===== config.mk =====
export PLATFORM = sky130hd
export DESIGN_NAME = ifft2
export DESIGN_NICKNAME = d
export VERILOG_FILES = /design/src/rtl/ifft_pkg.sv /design/src/rtl/ifft_addsub.sv /design/src/rtl/ifft2.sv
export SDC_FILE = /design/constraint.sdc
export NUM_CORES = 1
export LEC_CHECK = 0
export ABC_AREA = 1
export BUFFER_PORTS_ARGS = -buffer_cell sky130_fd_sc_hd__buf_2
export CORE_ASPECT_RATIO = 1.1
export CORE_UTILIZATION = 45
export DETAILED_ROUTE_END_ITERATION = 12
export PLACE_DENSITY = 0.69
export SLEW_MARGIN = 20
export SYNTH_ARGS = -nofsm -noshare
export SYNTH_HDL_FRONTEND = slang
export SYNTH_SLANG_ARGS = --single-unit

===== constraint.sdc =====
create_clock -name clk -period 4.6 [get_ports clk]
set_input_delay 0.69 -clock clk [delete_from_list [all_inputs] [get_ports clk]]
set_output_delay 0.69 -clock clk [all_outputs]
set_load 0.1 [all_outputs]

===== src/rtl/ifft_pkg.sv =====
// Shared types for the 32-point IFFT datapath.
//   IFFT_W       : width of each real/imag component (signed two's complement)
//   ifft_word_t  : one signed component
//   ifft_cplx_t  : packed complex sample {re, im}
// Later butterfly and twiddle stages reuse these so widths stay consistent.
package ifft_pkg;

  localparam int IFFT_W = 36;

  typedef logic signed [IFFT_W-1:0] ifft_word_t;

  typedef struct packed {
    ifft_word_t re;
    ifft_word_t im;
  } ifft_cplx_t;

  // Convenience constructor for a complex sample.
  function automatic ifft_cplx_t ifft_cplx(input ifft_word_t re, input ifft_word_t im);
    ifft_cplx_t c;
    c.re = re;
    c.im = im;
    return c;
  endfunction

endpackage


===== src/rtl/ifft_addsub.sv =====
// Combinational signed add or subtract of one butterfly component.
//   a, b : WIDTH-bit signed operands
//   y    : WIDTH-bit result
// Parameters:
//   SUB   : 0 -> y = a + b, 1 -> y = a - b
//   SCALE : 1 -> arithmetic shift right by 1 (truncation toward -inf)
//   SAT   : 1 -> clamp on overflow, 0 -> wrap (ignored when SCALE=1)
// The sum is formed one bit wider than the operands so the scaled result
// and the overflow check both see the true value.
module ifft_addsub
  import ifft_pkg::*;
#(
  parameter int WIDTH = IFFT_W,
  parameter int SCALE = 0,
  parameter int SAT   = 0,
  parameter int SUB   = 0
) (
  input  logic [WIDTH-1:0] a,
  input  logic [WIDTH-1:0] b,
  output logic [WIDTH-1:0] y
);

  logic [WIDTH:0] ext_a;
  logic [WIDTH:0] ext_b;
  logic [WIDTH:0] full;

  always_comb begin
    ext_a = {a[WIDTH-1], a};
    ext_b = {b[WIDTH-1], b};
    full  = (SUB != 0) ? (ext_a - ext_b) : (ext_a + ext_b);
    y     = full[WIDTH-1:0];
    if (SCALE != 0) begin
      // Dropping the LSB of the wide result halves it and can never overflow.
      y = full[WIDTH:1];
    end else if ((SAT != 0) && (full[WIDTH] != full[WIDTH-1])) begin
      // Top two bits disagree: the true value left the WIDTH-bit range.
      // full[WIDTH] is the real sign, so it picks the rail.
      y = full[WIDTH] ? {1'b1, {(WIDTH-1){1'b0}}} : {1'b0, {(WIDTH-1){1'b1}}};
    end
  end

endmodule


===== src/rtl/ifft2.sv =====
// Registered radix-2 complex butterfly: y1 = x1 + x2, y2 = x1 - x2.
// Twiddle multiplication happens upstream; this stage only adds/subtracts.
// Ports (positional order fixed):
//   rst              : synchronous active-high reset, clears all outputs
//   clk              : rising-edge clock
//   di1r, di1i       : x1 real / imaginary (signed WIDTH)
//   di2r, di2i       : x2 real / imaginary (signed WIDTH)
//   do1r, do1i       : y1 real / imaginary, registered
//   do2r, do2i       : y2 real / imaginary, registered
// Flow control: none. There is no valid/ready handshake; a new sample pair
// is accepted on every rising edge and its result is visible one edge later
// and held for exactly one cycle. Reset wins over data capture.
module ifft2
  import ifft_pkg::*;
#(
  parameter int WIDTH = IFFT_W,
  parameter int SCALE = 0,
  parameter int SAT   = 0
) (
  input  logic             rst,
  input  logic             clk,
  input  logic [WIDTH-1:0] di1r,
  input  logic [WIDTH-1:0] di1i,
  input  logic [WIDTH-1:0] di2r,
  input  logic [WIDTH-1:0] di2i,
  output logic [WIDTH-1:0] do1r,
  output logic [WIDTH-1:0] do1i,
  output logic [WIDTH-1:0] do2r,
  output logic [WIDTH-1:0] do2i
);

  logic [WIDTH-1:0] do1r_d, do1i_d, do2r_d, do2i_d;
  logic [WIDTH-1:0] do1r_q, do1i_q, do2r_q, do2i_q;

  // Real and imaginary paths are independent; no cross terms.
  ifft_addsub #(.WIDTH(WIDTH), .SCALE(SCALE), .SAT(SAT), .SUB(0)) u_add_re (
    .a(di1r), .b(di2r), .y(do1r_d)
  );

  ifft_addsub #(.WIDTH(WIDTH), .SCALE(SCALE), .SAT(SAT), .SUB(0)) u_add_im (
    .a(di1i), .b(di2i), .y(do1i_d)
  );

  ifft_addsub #(.WIDTH(WIDTH), .SCALE(SCALE), .SAT(SAT), .SUB(1)) u_sub_re (
    .a(di1r), .b(di2r), .y(do2r_d)
  );

  ifft_addsub #(.WIDTH(WIDTH), .SCALE(SCALE), .SAT(SAT), .SUB(1)) u_sub_im (
    .a(di1i), .b(di2i), .y(do2i_d)
  );

  always_ff @(posedge clk) begin
    if (rst) begin
      do1r_q <= '0;
      do1i_q <= '0;
      do2r_q <= '0;
      do2i_q <= '0;
    end else begin
      do1r_q <= do1r_d;
      do1i_q <= do1i_d;
      do2r_q <= do2r_d;
      do2i_q <= do2i_d;
    end
  end

  assign do1r = do1r_q;
  assign do1i = do1i_q;
  assign do2r = do2r_q;
  assign do2i = do2i_q;

endmodule


* Word-level counts from Yosys, hierarchy flattened
Cells that the tools add are included.
** Operators by class
- Add/subtract/negate cells :: 4
** Operator list (number)
- adder 36 bit :: 2
- subtractor 36 bit :: 2
** Word-level totals
- Bits in registers :: 144
- Output and inout bits :: 144
- Logic and storage cells :: 8

* Longest topological paths before layout
- Depth after elaboration :: 1
- Gate-level depth with buffers :: 17
- Mapped depth without buffers :: 16

* Modules after synthesis
From an unflattened synthesis, not the netlist that was laid out.
** Unflattened totals
- Cell total of the unflattened synthesis :: 2536
- Area total of the unflattened synthesis :: 14327.5 um2
** Modules (own cells, without submodules)
- ifft_addsub at u_sub_im ... :: times used 2, cells each 541, area each 2637.5 um2, seq. area each 0.0 um2
- ifft_addsub at u_add_im ... :: times used 2, cells each 503, area each 2482.4 um2, seq. area each 0.0 um2
- ifft2 :: times used 1, cells each 448, area each 4087.7 um2, seq. area each 2882.8 um2

* Worst setup path after synthesis
OpenSTA, ideal clock, no wires.
- Kind :: in2reg
- Start :: input port di1r[0]
- End :: register do2r_q[20] (netlist: do2r[20])
- Data arrival time :: 2.097 ns
- Data required time :: 4.487 ns
- Slack :: 2.391 ns
- Stages on the path :: 15
- Path buffers :: 0
- Cell sequence :: inv_1 > ha_1 > fa_1 > inv_1 > nand3_1 > nand3_1 > nand2_1 > nand2_1 > nand2_1 > nand2_1 > nand3_1 > nand2_1 > nand2_1 > nand2_1 > nor2_1
** On the way
- Cells in the longest elaborated chain, start to end :: 1
** RTL lines
- start, declared :: RTL line ifft2.sv:22 : input logic [WIDTH-1:0] di1r,
- subtractor 36 bit :: RTL line ifft_addsub.sv:30 : full = (SUB != 0) ? (ext_a - ext_b) : (ext_a + ext_b);
- end signal, assigned :: RTL line ifft2.sv:61 : do2r_q <= do2r_d;
- end, declared :: RTL line ifft2.sv:33 : logic [WIDTH-1:0] do1r_q, do1i_q, do2r_q, do2i_q;
No other way between the ends.
A chain may end at the register's enable or synchronous reset.

* Worst setup path in the final report
- Start :: input port di1r[0]
- End :: register do2r_q[30] (netlist: do2r[30])
The elaborated chain is that of the path after synthesis.

==> results.md <==
* Pre-antenna DRT Iters at 6
* Synth warn at 0
* Post-CTS Resized at 0
* CP Capture Type: flop
* Power Dens Cells at roughly 350 nW/um^2
* # diodes at 0
* CP top delay family: simple AND/OR/NAND/NOR gates
* Final Hold Fails at 0
* Clock Pin Slew Worst Setup and Hold Paths at 0.07 ns
* GPL Wtd Cong at about 1.1
* Cell taking the most area after synthesis: dfxtp_1
* Area taken by flip-flops and latches at 2840 sq um
* TritonCTS Buffers at 17
* Final min period at 2.25 ns
* Syn Nets at around 2600
* Crit Path Max Fanout at 4
* Number of antenna violations at the first check in global routing at 0
* TNS Setup at 0 ns
* DIE WIDTH at 170 um
* Vias in the first global route at 15000
* Count of different cell masters after synthesis at between 40 and 50
* Slew headroom at 43.9%
* WP data arrival at around 2.6 ns
* Final worst-path cycle share at between 40% and 50%
* CP required at slightly below 5 ns
* # H-tree levels at 4
* Slowest CP cell: fa_1
* Floorplan core area at between 30000 and 40000 sq um
* Worst hold start: di2r[0]
* Post-detail-place hpwl at just under 40 mm
* Leakage at roughly 8.8 nW
* Area Growth Syn to Fin at 14.8%
* Hold Buf Count CTS at 0
* Fin nets at 2854
* Area of the multi-input gates at around 9000 sq um
* Initial DRC count at 1030
* Share of cells above drive strength 1 at a little under a fifth
* Vias post-DR at 15400
* CP Cell Sequence: buf_2 > inv_1 > ha_1 > fa_1 > inv_1 > nand3_1 > nand3_1 > nand2_1 > nand2_1 > nand2_1 > nand2_1 > nand3_1 > a21oi_1 > nor2_1
* Endpoints failing setup at 0
* Async set-reset flop share out of synthesis at 0%
* Worst-margin pin slew at approximately 0.84 ns
* Row count at 67
* Worst path most repeated cell: nand2_1
* Register bit total from synthesis at approximately 140
* Clock sink total at 142
* Startpoint types: primary input
* Sequential share of the synthesized area at about a fifth
* Post-Syn Instances at 2323
* Hold Path Depth at 3
* End of the worst hold path: do1r[0]$_SDFF_PP0_
* Synth Cell Area at 14000 sq um
* GRT Util Overall at roughly 30%
* RSZ-0062 raised after global routing: false
* CTS tree: yes
* Area contributors post-synth: dfxtp_1 20%, nand2_1 15%, ha_1 13%
* Outcome: finished, final reports clean
* Drt drc at 0
* Synth Flop Type: dfxtp_1
* Die Area at ~32000 sq um
* Final WL at ~47 mm
* Path category of the worst min-delay check: primary input to flop
* First-pass GRT wire length at 74.4 mm
* Routed vias/inst at between 5 and 6
* Crit-path max cell delay at about 0.42 ns
* Avg Inst Size Synth at 6.02 sq um
* Critical Path Start: di1r[0]
* I/O Buffers at slightly below 300
* Pin count of the biggest net entering global routing at between 60 and 70
* Height of the die at 187 um
* Number of synthesized flops with an enable pin at 0
* Grt ovf at 0
* Crit Path Category: primary input to flop
* Max VDD drop at between 0.2 and 0.25 mV
* Max Freq at approximately 0.44 GHz
* Setup Fix Bufs, Post-CTS at 0
* Count of final max-slew check failures at 0
* WP buf/inv at 3
* CTS root buf: clkbuf_16
* Deepest clock path buffer count at 2
* Ports at 290
* Post-route ant nets at 0
* Yosys top cell area share at 20.3%
* Starting density of the core at a little under half
* Total Power at 5.69 mW
* Fillers at 3275
* Max Cap Viol at 0
* Wire per inst at between 15 and 20 um
[cell usage in the layout (no fill, tap or decap), types with 5 or more instances in the layout]
cell type,n
a21oi_1,233
nor3_2,5
nor2_2,44
nand2_2,33
dfxtp_1,142
o21a_1,7
o21ai_1,9
inv_1,403
o21bai_1,18
nor2_1,279
nand4_1,7
o21ai_0,135
buf_2,289
nand3_1,109
a21oi_4,6
clkbuf_16,17
nor2_4,7
nand2_1,566
and2_1,7
nand3_2,14
inv_2,23
a21oi_2,13
nor3_1,23
ha_1,140
[routing by layer]
| layer | global-route usage, % | part of all wire, % |
|---|---|---|
| met3 | 3.45 | 4.9 |
| met1 | 33.5 | 40 |
| met2 | 54.7 | 50 |
| met4 | 15.8 | 4.8 |
| met5 | 0 | 0 |
[flip-flops by register name, indices dropped and copies added (netlist names)]
signal	cells
do2r	35
do1r	36
do2i	35
do1i	36
[Yosys cell counts (4+ instances only)]
library cell	count
a21o_1	4
a21oi_1	233
a21oi_2	13
a21oi_4	6
a31oi_1	4
and2_1	7
buf_2	11
buf_4	23
buf_6	24
clkbuf_1	8
dfxtp_1	142
fa_1	4
ha_1	140
inv_1	404
inv_2	22
nand2_1	566
nand2_2	33
nand2_4	4
nand3_1	109
nand3_2	14
nand4_1	7
nor2_1	279
nor2_2	44
nor2_4	7
nor3_1	23
nor3_2	5
o21a_1	7
o21ai_0	135
o21ai_1	9
o21bai_1	18
xor2_1	4
[per-stage QoR]
step | instances | hold WS, ns | setup slack [ns] | instance area [sq um] | utilization [%]
after floorplan | 2323 | 0.869 | 2.39 | 14000 | -
after global placement | 2959 | 0.980 | 1.95 | 15400 | 50.6
after detailed placement | 2959 | 0.991 | 1.91 | 15400 | 50.6
after CTS | 2991 | 0.532 | 2.37 | 16100 | 52.6
after global routing | 2991 | 0.542 | 2.09 | 16100 | 52.6
final | 2991 | 0.544 | 2.35 | 16100 | 52.6
[power by group]
| group | switching (mW) | total (mW) | internal, mW |
|---|---|---|---|
| registers | 0.0567 | 1.43 | 1.38 |
| logic | 2.17 | 2.73 | 0.568 |
| clock network | 0.613 | 1.52 | 0.911 |
| total | 2.84 | 5.69 | 2.86 |
[worst max-delay path by stage]
stage | end | cells after the start | slack (ns)
6_report | do2r[30]$_SDFF_PP0_ | 14 | 2.35
5_1_grt | do2i[30]$_SDFF_PP0_ | 15 | 2.09
4_1_cts | do2i[30]$_SDFF_PP0_ | 14 | 2.37
3_5_place_dp | do2r[24]$_SDFF_PP0_ | 16 | 1.91
3_3_place_gp | do2i[22]$_SDFF_PP0_ | 16 | 1.95
2_1_floorplan | do2r[20]$_SDFF_PP0_ | 15 | 2.39
[final cells by class]
class,instances,share of cell area [%]
inverters,429,10.1
well taps,414,3.22
multi-input cells,1683,56.0
clock buffers,19,2.70
clock inverters,13,1.18
flip-flops and latches,142,17.7
repair buffers,291,9.18
[cells by family (layout without fill, tap and decap cells)]
logic type / Yosys count / count (layout) / synth area share (%)
flops: 142 / 142 / 20.3
compound gates: 431 / 431 / 16.9
simple gates: 1104 / 1104 / 34.1
buf+inv: 498 / 752 / 15.4
xor+xnor: 4 / 4 / 0.250
fa+ha+maj: 144 / 144 / 13.1
(Power assumes the default switching activity.)
